`src/rtl/ex_muldiv_unit.sv`:
```
// Iterative RV32M multiply/divide unit for the execute stage: shift-add multiply and
// restoring divide, one bit per cycle, with a pipeline stall request while running.
module ex_muldiv_unit #(
   parameter int XLEN  = 32,
   parameter int CNT_W = 5
) (
   input  logic            clk,
   input  logic            rst,
   input  logic            start,
   input  logic [2:0]      funct3,
   input  logic [XLEN-1:0] rs1_val,
   input  logic [XLEN-1:0] rs2_val,
   input  logic [4:0]      rd_in,
   input  logic            flush,
   output logic            busy,
   output logic            valid,
   output logic [XLEN-1:0] result,
   output logic [4:0]      rd_out,
   output logic            stall_req
);

   localparam logic [2:0] OP_MUL    = 3'b000;
   localparam logic [2:0] OP_MULH   = 3'b001;
   localparam logic [2:0] OP_MULHSU = 3'b010;
   localparam logic [2:0] OP_DIV    = 3'b100;
   localparam logic [2:0] OP_REM    = 3'b110;
   localparam logic [XLEN-1:0] MIN_INT = {1'b1, {(XLEN-1){1'b0}}};

   typedef enum logic [1:0] {
      S_IDLE = 2'd0,
      S_RUN  = 2'd1,
      S_DONE = 2'd2
   } state_e;

   state_e            state_q, state_d;
   logic [CNT_W-1:0]  cnt_q, cnt_d;
   logic [2:0]        op_q, op_d;
   logic              neg_q, neg_d;
   logic [XLEN-1:0]   opnd_q, opnd_d;     // multiplicand or divisor magnitude
   logic [2*XLEN-1:0] acc_q, acc_d;       // product accumulator, or dividend/quotient shifter in [XLEN-1:0]
   logic [XLEN-1:0]   rem_q, rem_d;
   logic [XLEN-1:0]   result_q, result_d;
   logic [4:0]        rd_q, rd_d;

   // Operand decode at accept
   logic            is_div_in;
   logic            a_signed, b_signed;
   logic            sign_a, sign_b;
   logic            neg_in;
   logic            div_zero, div_ovf, fast_in;
   logic [XLEN-1:0] abs_a, abs_b, fast_res;

   assign is_div_in = funct3[2];
   assign a_signed  = (funct3 == OP_MULH) || (funct3 == OP_MULHSU) ||
                      (funct3 == OP_DIV)  || (funct3 == OP_REM);
   assign b_signed  = (funct3 == OP_MULH) || (funct3 == OP_DIV) || (funct3 == OP_REM);
   assign sign_a    = a_signed & rs1_val[XLEN-1];
   assign sign_b    = b_signed & rs2_val[XLEN-1];
   assign abs_a     = sign_a ? (XLEN'(0) - rs1_val) : rs1_val;
   assign abs_b     = sign_b ? (XLEN'(0) - rs2_val) : rs2_val;
   // Remainder takes the dividend's sign; quotient and products the xor of both
   assign neg_in    = (is_div_in && funct3[1]) ? sign_a : (sign_a ^ sign_b);
   assign div_zero  = is_div_in && (rs2_val == '0);
   assign div_ovf   = ((funct3 == OP_DIV) || (funct3 == OP_REM)) &&
                      (rs1_val == MIN_INT) && (rs2_val == '1);
   assign fast_in   = div_zero || div_ovf;

   always_comb begin
      fast_res = '0;
      if (div_zero) begin
         fast_res = funct3[1] ? rs1_val : '1;
      end else begin
         fast_res = funct3[1] ? '0 : MIN_INT;
      end
   end

   // One multiply step: conditional add of the multiplicand, then shift right
   logic [XLEN:0]     mul_sum;
   logic [2*XLEN-1:0] mul_next;

   assign mul_sum  = {1'b0, acc_q[2*XLEN-1:XLEN]} + {1'b0, opnd_q};
   assign mul_next = acc_q[0] ? {mul_sum, acc_q[XLEN-1:1]} : {1'b0, acc_q[2*XLEN-1:1]};

   // One restoring divide step on the 33-bit shifted partial remainder
   logic [XLEN:0]   div_shift;
   logic [XLEN:0]   div_diff;
   logic            div_borrow;
   logic [XLEN-1:0] rem_next;
   logic [XLEN-1:0] quo_next;

   assign div_shift  = {rem_q, acc_q[XLEN-1]};
   assign div_diff   = div_shift - {1'b0, opnd_q};
   assign div_borrow = div_diff[XLEN];
   assign rem_next   = div_borrow ? div_shift[XLEN-1:0] : div_diff[XLEN-1:0];
   assign quo_next   = {acc_q[XLEN-2:0], ~div_borrow};

   // Sign fix-up of the value produced by the final step
   logic [2*XLEN-1:0] prod_fix;
   logic [XLEN-1:0]   div_pick, div_fix, final_res;

   assign prod_fix  = neg_q ? ((2*XLEN)'(0) - mul_next) : mul_next;
   assign div_pick  = op_q[1] ? rem_next : quo_next;
   assign div_fix   = neg_q ? (XLEN'(0) - div_pick) : div_pick;
   assign final_res = op_q[2] ? div_fix :
                      ((op_q == OP_MUL) ? prod_fix[XLEN-1:0] : prod_fix[2*XLEN-1:XLEN]);

   always_comb begin
      state_d  = state_q;
      cnt_d    = cnt_q;
      op_d     = op_q;
      neg_d    = neg_q;
      opnd_d   = opnd_q;
      acc_d    = acc_q;
      rem_d    = rem_q;
      result_d = result_q;
      rd_d     = rd_q;

      case (state_q)
         S_IDLE: begin
            if (start && !flush) begin
               op_d  = funct3;
               rd_d  = rd_in;
               neg_d = neg_in;
               cnt_d = '0;
               rem_d = '0;
               if (is_div_in) begin
                  opnd_d = abs_b;
                  acc_d  = {XLEN'(0), abs_a};
               end else begin
                  opnd_d = abs_a;
                  acc_d  = {XLEN'(0), abs_b};
               end
               if (fast_in) begin
                  result_d = fast_res;
                  state_d  = S_DONE;
               end else begin
                  state_d  = S_RUN;
               end
            end
         end
         S_RUN: begin
            cnt_d = cnt_q + 1'b1;
            if (op_q[2]) begin
               acc_d = {acc_q[2*XLEN-1:XLEN], quo_next};
               rem_d = rem_next;
            end else begin
               acc_d = mul_next;
            end
            if (cnt_q == CNT_W'(XLEN-1)) begin
               result_d = final_res;
               state_d  = S_DONE;
            end
         end
         S_DONE: begin
            state_d = S_IDLE;
         end
         default: begin
            state_d = S_IDLE;
         end
      endcase

      // Abort wins over accept and completion; a flushed op never touches result
      if (flush) begin
         state_d  = S_IDLE;
         result_d = result_q;
      end
   end

   always_ff @(posedge clk) begin
      if (rst) begin
         state_q  <= S_IDLE;
         cnt_q    <= '0;
         op_q     <= '0;
         neg_q    <= 1'b0;
         opnd_q   <= '0;
         acc_q    <= '0;
         rem_q    <= '0;
         result_q <= '0;
         rd_q     <= '0;
      end else begin
         state_q  <= state_d;
         cnt_q    <= cnt_d;
         op_q     <= op_d;
         neg_q    <= neg_d;
         opnd_q   <= opnd_d;
         acc_q    <= acc_d;
         rem_q    <= rem_d;
         result_q <= result_d;
         rd_q     <= rd_d;
      end
   end

   assign busy      = (state_q == S_RUN);
   assign valid     = (state_q == S_DONE) && !flush;
   assign stall_req = start && !valid;
   assign result    = result_q;
   assign rd_out    = rd_q;

endmodule

```
`config.mk`:
```
export PLATFORM = sky130hd
export DESIGN_NAME = ex_muldiv_unit
export DESIGN_NICKNAME = d
export VERILOG_FILES = /design/src/rtl/ex_muldiv_unit.sv
export SDC_FILE = /design/constraint.sdc
export NUM_CORES = 1
export LEC_CHECK = 0
export CAP_MARGIN = 10
export CORE_MARGIN = 2
export CORE_UTILIZATION = 48
export CTS_BUF_LIST = sky130_fd_sc_hd__clkbuf_4 sky130_fd_sc_hd__clkbuf_8
export DETAILED_ROUTE_END_ITERATION = 6
export GPL_ROUTABILITY_DRIVEN = 0
export PLACE_DENSITY_LB_ADDON = 0.2
export REMOVE_ABC_BUFFERS = 1
export SYNTH_ARGS = -nofsm -noshare
export SYNTH_HDL_FRONTEND = slang
export SYNTH_SLANG_ARGS = --single-unit
```
`constraint.sdc`:
```
create_clock -name clk -period 6.95 [get_ports clk]
set_clock_uncertainty 0.15 [all_clocks]
set_input_delay 0.695 -clock clk [delete_from_list [all_inputs] [get_ports clk]]
set_output_delay 0.695 -clock clk [all_outputs]
set_load 0.1 [all_outputs]
```
==> metrics <==
failing checks design-rule violations; crit path kind reg2reg; Peak Freq 0.163 GHz; GRT Total Usage 34.4%; Final Hold Fails 0; drt first pass iters 7; Antenna Cells 0; min-delay src rst; Chip Height just under 200 um; Routed WL between 60 and 70 mm; Final ANT Viol Nets 0; clk root buf clkbuf_8; share of cells above drive strength 1 between 4 and 5%; Cells after Synth between 2k and 3k; Max Root-Sink Buffers 2; final slew viol count 0; Worst setup startpoint acc_q[31]; Tmin final just over 6 ns; Leak around 7.0 nW; row count 70; number of enable flip-flop cells after synthesis 0; RSZ-0062 raised after global routing false; # IOs 116; worst path cell trace inv_1 -> ha_1 -> fa_1 -> nand2b_1 -> a21oi_1 -> o21ai_1 -> a211o_1 -> o211ai_1 -> o21ai_0 -> mux2_2 -> inv_1 -> ha_1 -> o2111ai_1 -> or4_4 -> o31a_1 -> xor2_1 -> a221oi_1 -> a211oi_1; critical path required time between 7 and 8 ns; post_cts resized 0; DRC 4; vias between 20k and 25k; H-Tree Depth 4; setup_tns 0 ns; CP max stage delay 0.68 ns; Post-synth ARST share 0%; Die W about 200 um; placed cell area around 19,000 sq um; synthesis-to-finish area growth 9.44%; vias in the first global route between 15k and 20k; Least-Margin Pin Slew 1.23 ns; Synth cell types 82; Worst setup EP type flop; Power Total 2.99 mW; first-pass GRT wire length 103 mm; outcome finished, violations left; Final setup viols 0; synth warn 0; power per cell area 155 nW/um^2; Worst EP arrival around 6.4 ns; Final #Nets approximately 2.7k; Worst VDD drop roughly 110 uV; Post-DP HPWL between 50 and 60 mm; die area ~38,000 sq um; Layout Cells excl Fill around 3k; Hold/Removal Path Class in2reg; Final Cell Area 19,300 sq um; type of origin of the critical path flop; routed vias/inst 6.68; #FFs+latches synth 176; Starting Density between 40% and 50%; CTS tree done; Initial DRC Count around 2.6k; I/O Buffers roughly 120; clock latency on the worst-skew pair roughly 0.52 ns; final worst-path cycle share between 80 and 90%; dpl cells 2,973; worst-path maximum fanout 11; Setup Fix Bufs, Post-CTS 0; Clock Sinks between 150 and 200; Crit-path slowest cell or4_4; total CTS buffers 17; initial antenna violation count 0; Netlist Area Pre-Place around 18,000 sq um; R2R Path Start acc_q[31]; prevailing post-synth register cell dfxtp_1; routed len/inst roughly 23 um; sequential area share after synthesis around 20%; Max-cap violations 0; slew margin rel. between 15 and 20%; largest net degree at the start of global routing slightly below 90; Clk pin slew, worst setup/hold paths roughly 0.11 ns; gr ovfl total 0; # hold bufs at CTS 0; CORE AREA approximately 36,000 sq um; Syn Area/Cell 6.90 sq um
per-layer routing:
metal,up-vias,track usage (%),routed length (um)
met4,0,16.3,3070
met5,-,0,0
met1,9340,46.6,27800
met3,169,7.05,8140
met2,1252,52.2,28800
li1,9308,-,-
power breakdown:
part           leakage [nW]  switching (mW)  internal, mW
registers              1.43          0.0668          1.04
logic                  5.32           0.728         0.376
clock network         0.205           0.414         0.364
total                  6.96            1.21          1.78
logic make-up (layout without fill, tap and decap cells):
group,after synthesis,in the layout,share of synthesized area [%]
AOI/OAI and AO/OA,849,849,31.1
xor gates and xnor gates,156,156,7.76
adders and majority gates,73,73,5.27
buffers and inverters,266,253,5.85
DFF,176,176,20.0
muxes,87,87,5.18
and+or+nand+nor,943,943,24.8
path summary, 6_finish.rpt:
path,cells after the start,slack [ns],to
setup / recovery,18,0.81,result[18]
hold / removal,2,0.28,opnd_q[3]
setup reg to reg,18,0.81,result[18]
hold reg to reg,2,0.32,rd_out[3]
flip-flops by register name (all words and copies together) (netlist names):
name and count:
acc_q 64, opnd_q 32, rem_q 32, result 32, cnt_q 5, rd_out 5
op_q 3, state_q 2, neg_q 1
synthesized netlist by cell type (65+ instances only):
master | number | share of area, %
nor2_1 | 347 | 7.4
nand2_1 | 259 | 5.5
a21oi_1 | 247 | 7.0
o21ai_0 | 178 | 5.1
dfxtp_1 | 176 | 20
clkbuf_1 | 153 | 3.3
a211oi_1 | 91 | 3.9
xnor2_1 | 91 | 4.5
inv_1 | 76 | 1.6
mux2i_1 | 72 | 4.1
ha_1 | 71 | 5.0
xor2_1 | 65 | 3.2
stage by stage:
stage / utilization, % / setup slack [ns] / hold WS (ns)
finish: 53.0 / 0.813 / 0.282
global route: 53.0 / 0.578 / 0.300
CTS: 53.0 / 1.02 / 0.261
detailed placement: 51.9 / 1.02 / 0.302
global placement: 51.9 / 1.16 / 0.293
floorplan: - / 0.244 / 0.293
critical path, delay by kind of cell, from the launching register on:
kind                     cells  cell delay [ns]
AO/OA/AOI/OAI                9             2.93
XOR/XNOR                     1             0.14
adder cells (fa/ha/maj)      3             0.86
buffers and inverters        2             0.21
flip-flops                   1             0.47
multiplexers                 1             0.36
AND/OR/NAND/NOR              2             0.87
cell type report:
type,count,area [sq um]
Timing Repair Buffer,143,1350
Fill cell,3531,17100
Multi-Input combinational cell,2108,13100
Clock buffer,23,304
Inverter,78,293
Sequential cell,176,3530
Tap cell,468,586
Clock inverter,9,106
layout by cell type, fill, tap and decap left out, types with 27 or more instances in the layout:
master,count
o211ai_1,50
a211oi_1,91
dfxtp_1,172
o21ai_0,178
a31oi_1,29
a21oi_1,247
nand2_1,258
clkdlybuf4s50_1,113
nand3_1,54
inv_1,76
ha_1,71
or3_1,27
o31ai_1,36
nand4_1,35
nor2_1,343
a21o_1,28
buf_4,29
a22oi_1,37
mux2i_1,72
nor3_1,62
xor2_1,65
xnor2_1,91
No activity file was read; power rests on OpenSTA's default activity.
